**src/rtl/writeback_queue.sv**
```systemverilog
// Writeback queue: forms the register-file writeback value from the selected source
// and buffers up to two {value, rd} entries. Optional load alignment: WB_LOAD_ALIGN_EN.
module writeback_queue #(
    parameter int XLEN = 32,
    parameter int RD_W = 5
) (
    input  logic            clk,
    input  logic            rst_n,
    input  logic            clk_enable,
    input  logic            in_valid,
    output logic            in_ready,
    input  logic [2:0]      wb_select,
    input  logic [XLEN-1:0] upper_immediate,
    input  logic [XLEN-1:0] alu_out,
    input  logic [XLEN-1:0] load_data,
    input  logic [XLEN-1:0] csr_data,
    input  logic [XLEN-3:0] return_addr,
    input  logic [1:0]      load_size,
    input  logic            load_unsigned,
    input  logic [1:0]      load_offset,
    input  logic [RD_W-1:0] rd_in,
    output logic            out_valid,
    input  logic            out_ready,
    output logic [XLEN-1:0] pre_wb,
    output logic [RD_W-1:0] rd_out,
    output logic            misalign_flag
);

    localparam logic [2:0] SEL_UP   = 3'b000;
    localparam logic [2:0] SEL_ALU  = 3'b001;
    localparam logic [2:0] SEL_RET  = 3'b010;
    localparam logic [2:0] SEL_LOAD = 3'b011;
    localparam logic [2:0] SEL_CSR  = 3'b100;

    logic [1:0]      count_reg, count_next;
    logic [XLEN-1:0] value_reg [2];
    logic [XLEN-1:0] value_next [2];
    logic [RD_W-1:0] rd_reg [2];
    logic [RD_W-1:0] rd_next [2];
    logic            misalign_reg, misalign_next;

    logic [XLEN-1:0] load_value;
    logic            load_misaligned;
    logic [XLEN-1:0] wb_value;
    logic            accept, push, pop;

`ifdef WB_LOAD_ALIGN_EN
    logic [7:0]  byte_lane [4];
    logic [7:0]  sel_byte;
    logic [15:0] sel_half;
    logic [63:0] ext_value;
    logic        sign_fill;

    genvar gi;
    generate
        for (gi = 0; gi < 4; gi++) begin : g_lane
            assign byte_lane[gi] = load_data[8*gi +: 8];
        end
    endgenerate

    // Extension is built at 64 bits and truncated so XLEN = 32 needs no zero-width replication.
    always_comb begin
        load_value      = '0;
        load_misaligned = 1'b0;
        ext_value       = '0;
        sel_byte        = byte_lane[load_offset];
        sel_half        = load_offset[1] ? load_data[31:16] : load_data[15:0];
        sign_fill       = 1'b0;
        case (load_size)
            2'b00: begin
                sign_fill = ~load_unsigned & sel_byte[7];
                ext_value = {{56{sign_fill}}, sel_byte};
            end
            2'b01: begin
                sign_fill = ~load_unsigned & sel_half[15];
                ext_value = {{48{sign_fill}}, sel_half};
                load_misaligned = load_offset[0];
            end
            default: begin
                sign_fill = ~load_unsigned & load_data[31];
                ext_value = {{32{sign_fill}}, load_data[31:0]};
                load_misaligned = (load_offset != 2'b00);
            end
        endcase
        load_value = load_misaligned ? '0 : ext_value[XLEN-1:0];
    end
`else
    logic unused_load_ctrl;
    assign unused_load_ctrl = ^{load_size, load_unsigned, load_offset};
    assign load_value       = load_data;
    assign load_misaligned  = 1'b0;
`endif

    always_comb begin
        case (wb_select)
            SEL_UP:   wb_value = upper_immediate;
            SEL_ALU:  wb_value = alu_out;
            SEL_RET:  wb_value = {return_addr, 2'b00};
            SEL_LOAD: wb_value = load_value;
            SEL_CSR:  wb_value = csr_data;
            default:  wb_value = '0;
        endcase
    end

    // No refill while full, even if the head pops this cycle.
    assign in_ready  = clk_enable && (count_reg != 2'd2);
    assign out_valid = (count_reg != 2'd0);
    assign accept    = in_valid && in_ready;
    assign push      = accept && (rd_in != '0);
    assign pop       = out_valid && out_ready && clk_enable;

    assign pre_wb        = value_reg[0];
    assign rd_out        = rd_reg[0];
    assign misalign_flag = misalign_reg;

    // Slot 0 is the head; it keeps its last contents when the queue drains.
    always_comb begin
        count_next    = count_reg;
        value_next[0] = value_reg[0];
        value_next[1] = value_reg[1];
        rd_next[0]    = rd_reg[0];
        rd_next[1]    = rd_reg[1];
        misalign_next = misalign_reg | (accept && (wb_select == SEL_LOAD) && load_misaligned);
        if (push && pop) begin
            value_next[0] = wb_value;
            rd_next[0]    = rd_in;
        end else if (push) begin
            count_next = count_reg + 2'd1;
            if (count_reg == 2'd0) begin
                value_next[0] = wb_value;
                rd_next[0]    = rd_in;
            end else begin
                value_next[1] = wb_value;
                rd_next[1]    = rd_in;
            end
        end else if (pop) begin
            count_next = count_reg - 2'd1;
            if (count_reg == 2'd2) begin
                value_next[0] = value_reg[1];
                rd_next[0]    = rd_reg[1];
            end
        end
    end

    always_ff @(posedge clk) begin
        if (!rst_n) begin
            count_reg    <= 2'd0;
            value_reg[0] <= '0;
            value_reg[1] <= '0;
            rd_reg[0]    <= '0;
            rd_reg[1]    <= '0;
            misalign_reg <= 1'b0;
        end else if (clk_enable) begin
            count_reg    <= count_next;
            value_reg[0] <= value_next[0];
            value_reg[1] <= value_next[1];
            rd_reg[0]    <= rd_next[0];
            rd_reg[1]    <= rd_next[1];
            misalign_reg <= misalign_next;
        end
    end

endmodule

```
**config.mk**
```make
export PLATFORM = sky130hd
export DESIGN_NAME = writeback_queue
export DESIGN_NICKNAME = d
export VERILOG_FILES = /design/src/rtl/writeback_queue.sv
export SDC_FILE = /design/constraint.sdc
export NUM_CORES = 1
export LEC_CHECK = 0
export CORE_MARGIN = 8
export CORE_UTILIZATION = 43
export DETAILED_ROUTE_END_ITERATION = 7
export PLACE_DENSITY = 0.82
export SYNTH_ARGS = -nofsm -noshare
export SYNTH_HDL_FRONTEND = slang
export SYNTH_SLANG_ARGS = --single-unit
```
**constraint.sdc**
```tcl
create_clock -name clk -period 8.7 [get_ports clk]
set_input_delay 1.74 -clock clk [delete_from_list [all_inputs] [get_ports clk]]
set_output_delay 1.74 -clock clk [all_outputs]
set_load 0.02 [all_outputs]
```
### After elaboration in Yosys (flattened, before gate mapping)

Memory sizes are Yosys's and may differ from the RTL's.
Index checks and enable logic that the tools add are counted.

* add/sub/neg operators: 2
* equality and inequality tests: 6
* bitwise operators: 5
* mux-type cells: 27
* reduce and logical (&&, ||, !) cells: 12

Operators with widths (count)
* $mux 32: 10
* $pmux 32 s5: 1
* $mux 5: 10
* $eq 3x2->1 const B: 2
* $logic_and 1x1->1: 6
* $reduce_bool 5->1: 1
* $mux 1: 4
* $mux 2: 2
* $or 1x1->1: 4
* $reduce_bool 2->1: 2
* $eq 3x1->1 const B: 1
* $eq 3x3->1 const B: 1
* $logic_not 3->1: 1
* $reduce_and 3->1: 1
* $add 2x1->2 const B: 1
* $eq 2x2->1 const B: 1
* $logic_not 2->1: 1
* $ne 2x2->1 const B: 1
* $sub 2x1->2 const B: 1
* $not 1->1: 1

* word-level logic and storage cells: 55
* input bits: 176
* memory bits (writable): 74
* output and inout bits: 40
* register bits after elaboration: 2
* memories kept: 2

Memories
* value_reg: depth 2, bits a word 32, read ports 2, clocked after Yosys merged registers in 0, wr ports 2, line 36 `logic [XLEN-1:0] value_reg [2];`
* rd_reg: depth 2, bits a word 5, read ports 2, clocked after Yosys merged registers in 0, wr ports 2, line 38 `logic [RD_W-1:0] rd_reg [2];`

### Logic depth before layout (Yosys ltp)

* word-level depth: 7
* mapped depth: 9
* depth with buffers taken out: 8

### Least setup slack after synthesis

Ideal clock, no wire load.

* path type: input-to-reg
* start: in rd_in[0]
* end: mem rd_reg[1][0], in the netlist rd_reg[0][5] (enable)
* arrival: 6.789 ns
* stages on the path: 7
* required time: 8.165 ns
* setup time: 0.535 ns
* setup slack: 1.377 ns
* path buffers: 3
* cells stage by stage: nor3_2 -> a211oi_4 -> clkbuf_1 -> ha_1 -> clkbuf_1 -> clkbuf_1 -> o41ai_1

RTL lines
* from (decl): line 21 `input logic [RD_W-1:0] rd_in,`
* to (decl): line 38

### Final worst setup path

* start: in clk_enable
* end: out in_ready

* cells in the longest elaborated chain, start to end: 1

Ends and longest elaborated chain
* from (decl): line 9 `input logic clk_enable,`
* $logic_and 1x1->1: line 106 `assign in_ready = clk_enable && (count_reg != 2'd2);`
* to (decl): line 11 `output logic in_ready,`

Every way passes these cells.

==> results.md <==
- Status: complete, no violations
- Post-DP Area: 6660 um2
- Synth-to-Final Area Change: 42.2%
- Post-CTS setup repair buffer count: 0
- Footprint of the multi-input gates: ~2100 um2
- Reg-to-reg critical path startpoint: count_reg[0]
- Ys flop type: edfxtp_1
- Synthesized cell area: between 4000 and 5000 um2
- Routed Wire Length: 14400 um
- Clock sinks: 76
- I/O Buffers: 209
- Seq cells post-synth: 76
- Max FFs per register: between 60 and 70
- Clk_skew: 0.00883 ns
- Drt wl/cell: 19.1 um
- Startpoint types: primary input
- Mapped Cells: 466
- EDFF count, synth: 74
- Hold_buf cts: 0
- Max clock buf depth: 2
- CP required: 6.96 ns
- Post-synth ARST share: 0%
- Fin. Hold Viols: 0
- GRT overflow: 0
- Worst path slowest cell: clkdlybuf4s50_1
- # IOs: 216
- Post-detail-place hpwl: about 11000 um
- PostCTS Resize Cnt: 0
- Hold Path Sink: rd_reg[0][2]
- Reg2reg setup slack: a little under 6 ns
- Vias in the first global route: 4308
- Share of layout cells above drive strength 1: 4.71%
- Hold path start: rd_reg[0][7]
- # fillers: 899
- Via density: 5.46
- Die area: 14900 um2
- First-pass GRT wire length: around 22000 um
- ANT cells: 0
- Slew of the pin with the lowest slew margin: 1.13 ns
- # rows: 38
- Critical path type: primary input to output pin
- DRC: 0
- TritonCTS clock tree: done
- Unrepaired setup endpoints after global routing: false
- Sequential share of the synthesized area: 46.8%
- 1st-pass router iterations: 6
- Delay of the slowest critical-path stage: 0.68 ns
- Post-layout instance area: roughly 6900 um2
- MaxCap Viol Count: 0
- Max-slew violation count: 0
- Antenna Nets Post-Route: 0
- TNS Setup: 0 ns
- Clock Latency Late Sink: between 0.3 and 0.4 ns
- Post-route minimum period: 4.94 ns
- Final net count: 790
- Worst-path clk slew: 0.07 ns
- RR Endpoint: value_reg[0][29]
- Final setup vio count: 0
- Critical-path cell list: clkdlybuf4s50_1 > and2_1 > clkdlybuf4s50_1
- CP Capture Type: output pin
- CP Max Fanout: 12
- PD cells: between 100 and 150 nW/um2
- Leakage: 0.00259 uW
- Net Count, Synth: 645
- YS warnings: 0
- Initial antenna violation count: 0
- Netlist cell types: 38
- Storage element area: 2260 um2
- CP most frequent cell: clkdlybuf4s50_1
- Routability cong.: 0.821
- Drt initial violations: 304
- H-Tree Depth: 3
- Worst r2r path cells: 9
- Die width: 122 um
- Root Buffer: clkbuf_8
- Core ar.: ~11000 um2
- Hold depth: 2
- CTS buffer count: 9
- Fin crit share: 56.8%
- GRT Resource Usage Total: 19.1%
- Hold/Removal Path Class: flop to flop
- CP arrival: 3.20 ns
- Max VDD drop: 0.0779 mV
- Die height: 122 um
- Largest net degree at the start of global routing: 67
- Via Count: 4131
- Initial core utilization: 44.4%
- Total Power: 971 uW
- Peak Freq: 202 MHz
- Syn_area_per_cell: 10.4 um2
- Slew margin rel.: 24.6%
worst max-delay path by stage:
stage | start | to | slack [ns]
2_1_floorplan | rd_in[0] | rd_reg[0][5] | 1.38
3_3_place_gp | clk_enable | in_ready | 3.75
3_5_place_dp | clk_enable | value_reg[0][27] | 3.72
4_1_cts | clk_enable | in_ready | 3.76
5_1_grt | clk_enable | in_ready | 3.69
6_report | clk_enable | in_ready | 3.76
critical path: cells and delay by family:
kind	cells	cell delay [ns]
simple gates	1	0.18
buf+inv	2	1.28
cell usage in the layout, fill, tap and decap left out, types with 2 or more instances in the layout:
| cell type | count |
|---|---|
| clkdlybuf4s50_1 | 206 |
| edfxtp_1 | 74 |
| o21ai_0 | 63 |
| mux2i_1 | 61 |
| nor2_1 | 41 |
| a21oi_1 | 33 |
| o2bb2ai_1 | 28 |
| o31ai_1 | 20 |
| clkbuf_8 | 9 |
| buf_4 | 7 |
| nand2_1 | 5 |
| inv_1 | 5 |
| and3_1 | 5 |
| nor2b_1 | 4 |
| and2_1 | 4 |
| nand2b_1 | 4 |
| a31oi_1 | 4 |
| o21ai_1 | 4 |
| nand3_1 | 3 |
| ha_1 | 3 |
| mux4_2 | 2 |
| nor4b_1 | 2 |
| o21a_1 | 2 |
| nor3_1 | 2 |
| a211oi_1 | 2 |
| clkinvlp_4 | 2 |
| clkinv_1 | 2 |
| bufinv_16 | 2 |
| dfxtp_1 | 2 |
| buf_2 | 2 |
layout make-up:
cell class / instances / area share, %
Multi-Input combinational cell: 304 / 30.3
Inverter: 5 / 0.273
Clock buffer: 9 / 1.80
Clock inverter: 7 / 1.33
Timing Repair Buffer: 215 / 30.9
Sequential cell: 76 / 32.9
Tap cell: 140 / 2.55
routing by layer:
layer | GRT usage, % | share of wire (%) | vias up
met4 | 6.93 | 2.2 | 0
met3 | 6.11 | 8.7 | 22
li1 | - | - | 1995
met1 | 23.0 | 41 | 1915
met2 | 31.3 | 48 | 199
met5 | 0 | 0 | -
power breakdown:
part | switching (uW) | internal [uW]
Combinational | 114 | 129
Clock | 127 | 160
Sequential | 8.54 | 432
Total | 250 | 721
Yosys cell counts, drive strengths merged (4+ instances only):
cell     instances  area share [%]
nand2            5            0.39
nor2            41             3.2
edfxtp          74              46
nand2b           4            0.52
o31ai           20             3.1
buf             58             8.2
mux2i           61              13
o2bb2ai         28             5.1
a31oi            4            0.52
and3             5            0.65
and2             4            0.52
inv              5            0.39
nor2b            5            0.65
clkbuf          23             1.8
a21oi           33             3.4
o21ai           67             6.9
logic make-up (layout without fill, tap and decap cells):
kind of cell             count (synthesis)  after routing  synth area share (%)
AO/OA/AOI/OAI                          161            161                  20.7
XOR/XNOR                                 1              1                 0.181
adder cells (fa/ha/maj)                  3              3                 0.776
buffers and inverters                   86            236                  10.4
flip-flops                              76             76                  46.8
multiplexers                            63             63                  13.6
other                                    1              1                0.0775
AND/OR/NAND/NOR                         75             75                  7.50
stage by stage:
step | setup slack (ns) | instances | hold slack [ns] | util, %
finish | 3.76 | 756 | 0.572 | 63.2
global route | 3.69 | 756 | 0.603 | 63.2
CTS | 3.76 | 756 | 0.579 | 63.2
detailed placement | 3.72 | 740 | 0.560 | 61.2
global placement | 3.75 | 740 | 0.541 | 61.2
floorplan | 1.38 | 466 | 0.532 | -
No activity file was read; power rests on OpenSTA's default activity.
==> RTL change (same settings) <==
Change the parameter `RD_W` from 5 to 10.
--- a/src/rtl/writeback_queue.sv
+++ b/src/rtl/writeback_queue.sv
@@ -2,7 +2,7 @@
 // and buffers up to two {value, rd} entries. Optional load alignment: WB_LOAD_ALIGN_EN.
 module writeback_queue #(
     parameter int XLEN = 32,
-    parameter int RD_W = 5
+    parameter int RD_W = 10
 ) (
     input  logic            clk,
     input  logic            rst_n,
Ports: changed (resized rd_in and rd_out); port bits go from 216 to 226. The function was not compared with the original's and may differ.
==> RTL change against the unedited design <==
- sequential cell count increased by 10
- worst setup slack lost 0.61 ns
- wire length increased by 7.5%
- first-iteration DRC count is 9.2% higher
- power increased by 20%
- highest routed layer unchanged
- design area up 11%
- non-clock buffer count is 13 higher
- clock skew fell by 0.00083 ns
- area after synthesis grew 10%
==> RTL change: results <==
[power]
peakVddDrop_mv = 0.0878

[sta]
hold_slack_ns = 0.606
finClkSkew_ns = 0.00800
fin_ws_ns = 3.14
tightest_slew_ns = 1.06

[yosys]
ys_types = 46
synth_xor_area_frac = 0.00164
synth_area_per_cell_um2 = 10.8
synthTopCellsByArea = edfxtp_1 (47%), mux2i_1 (10%), buf_4 (6.8%)
syn-num-nets = 679
ys_seq_area_frac = 0.481
synth-edff-count = 84
synth_commonest_cells = edfxtp_1 (84), mux2i_1 (53), buf_4 (48)
synth_adder_area_share = 0.00704

[global_route]
track_usage = 0.189
grt_max_degree = 43
grt_pass1_vias = 4628

[cells_and_area]
seqCellArea_um2 = 2560
nets = 836

[drt]
dr_wl_met3_mm = 1.17
wl_met1_mm = 6.22
drtIter0Drc = 332
via_per_inst = 5.31
vias = 4377
wl_per_cell_um = 18.8

[setup_path]
crit_arrival_ns = 5.57
cp_max_fo = 24
ff2ff_setup_slack_ns = 4.96
critPathMaxStageDelay_ns = 0.93
crit_path_top_delay_cell = o31ai_4

[placement]
io_buffers = 219
place.gp.congestion = 0.818
place_inst = 809
hpwl_mm = 12.1
place_area_um2 = 7280

[min_path]
hold_path_end = value_reg[0][31]$_SDFFCE_PN0P_
worstHoldStart = value_reg[0][63]$_SDFFCE_PN0P_

[outcome]
status = finished, final reports clean

[clock_tree]
root_buffer = clkbuf_16
## RTL change: cells by family after synthesis
family                   after synthesis
AO/OA/AOI/OAI                        116
XOR/XNOR                               1
adder cells (fa/ha/maj)                3
buffers and inverters                108
flip-flops                            86
multiplexers                          55
other                                  1
AND/OR/NAND/NOR                      125
## RTL change: area by class of cell
class,count,share of cell area
multi-input combinational,301,0.283
clock buffer,9,0.0296
sequential,86,0.337
timing repair buffer,228,0.296
tap,168,0.0276
inverter,26,0.0128
clock inverter,7,0.0135
## RTL change: routing by layer
| metal | GRT usage | vias up |
|---|---|---|
| met1 | 0.211 | 2051 |
| met4 | 0.0686 | 0 |
| li1 | - | 2099 |
| met5 | 0 | - |
| met2 | 0.333 | 203 |
| met3 | 0.0587 | 24 |
## RTL change: where the power goes
group	internal [mW]	switching, mW	leakage [nW]
Combinational	0.133	0.112	2.09
Sequential	0.487	0.00905	0.886
Clock	0.255	0.167	0.157
Total	0.876	0.287	3.13
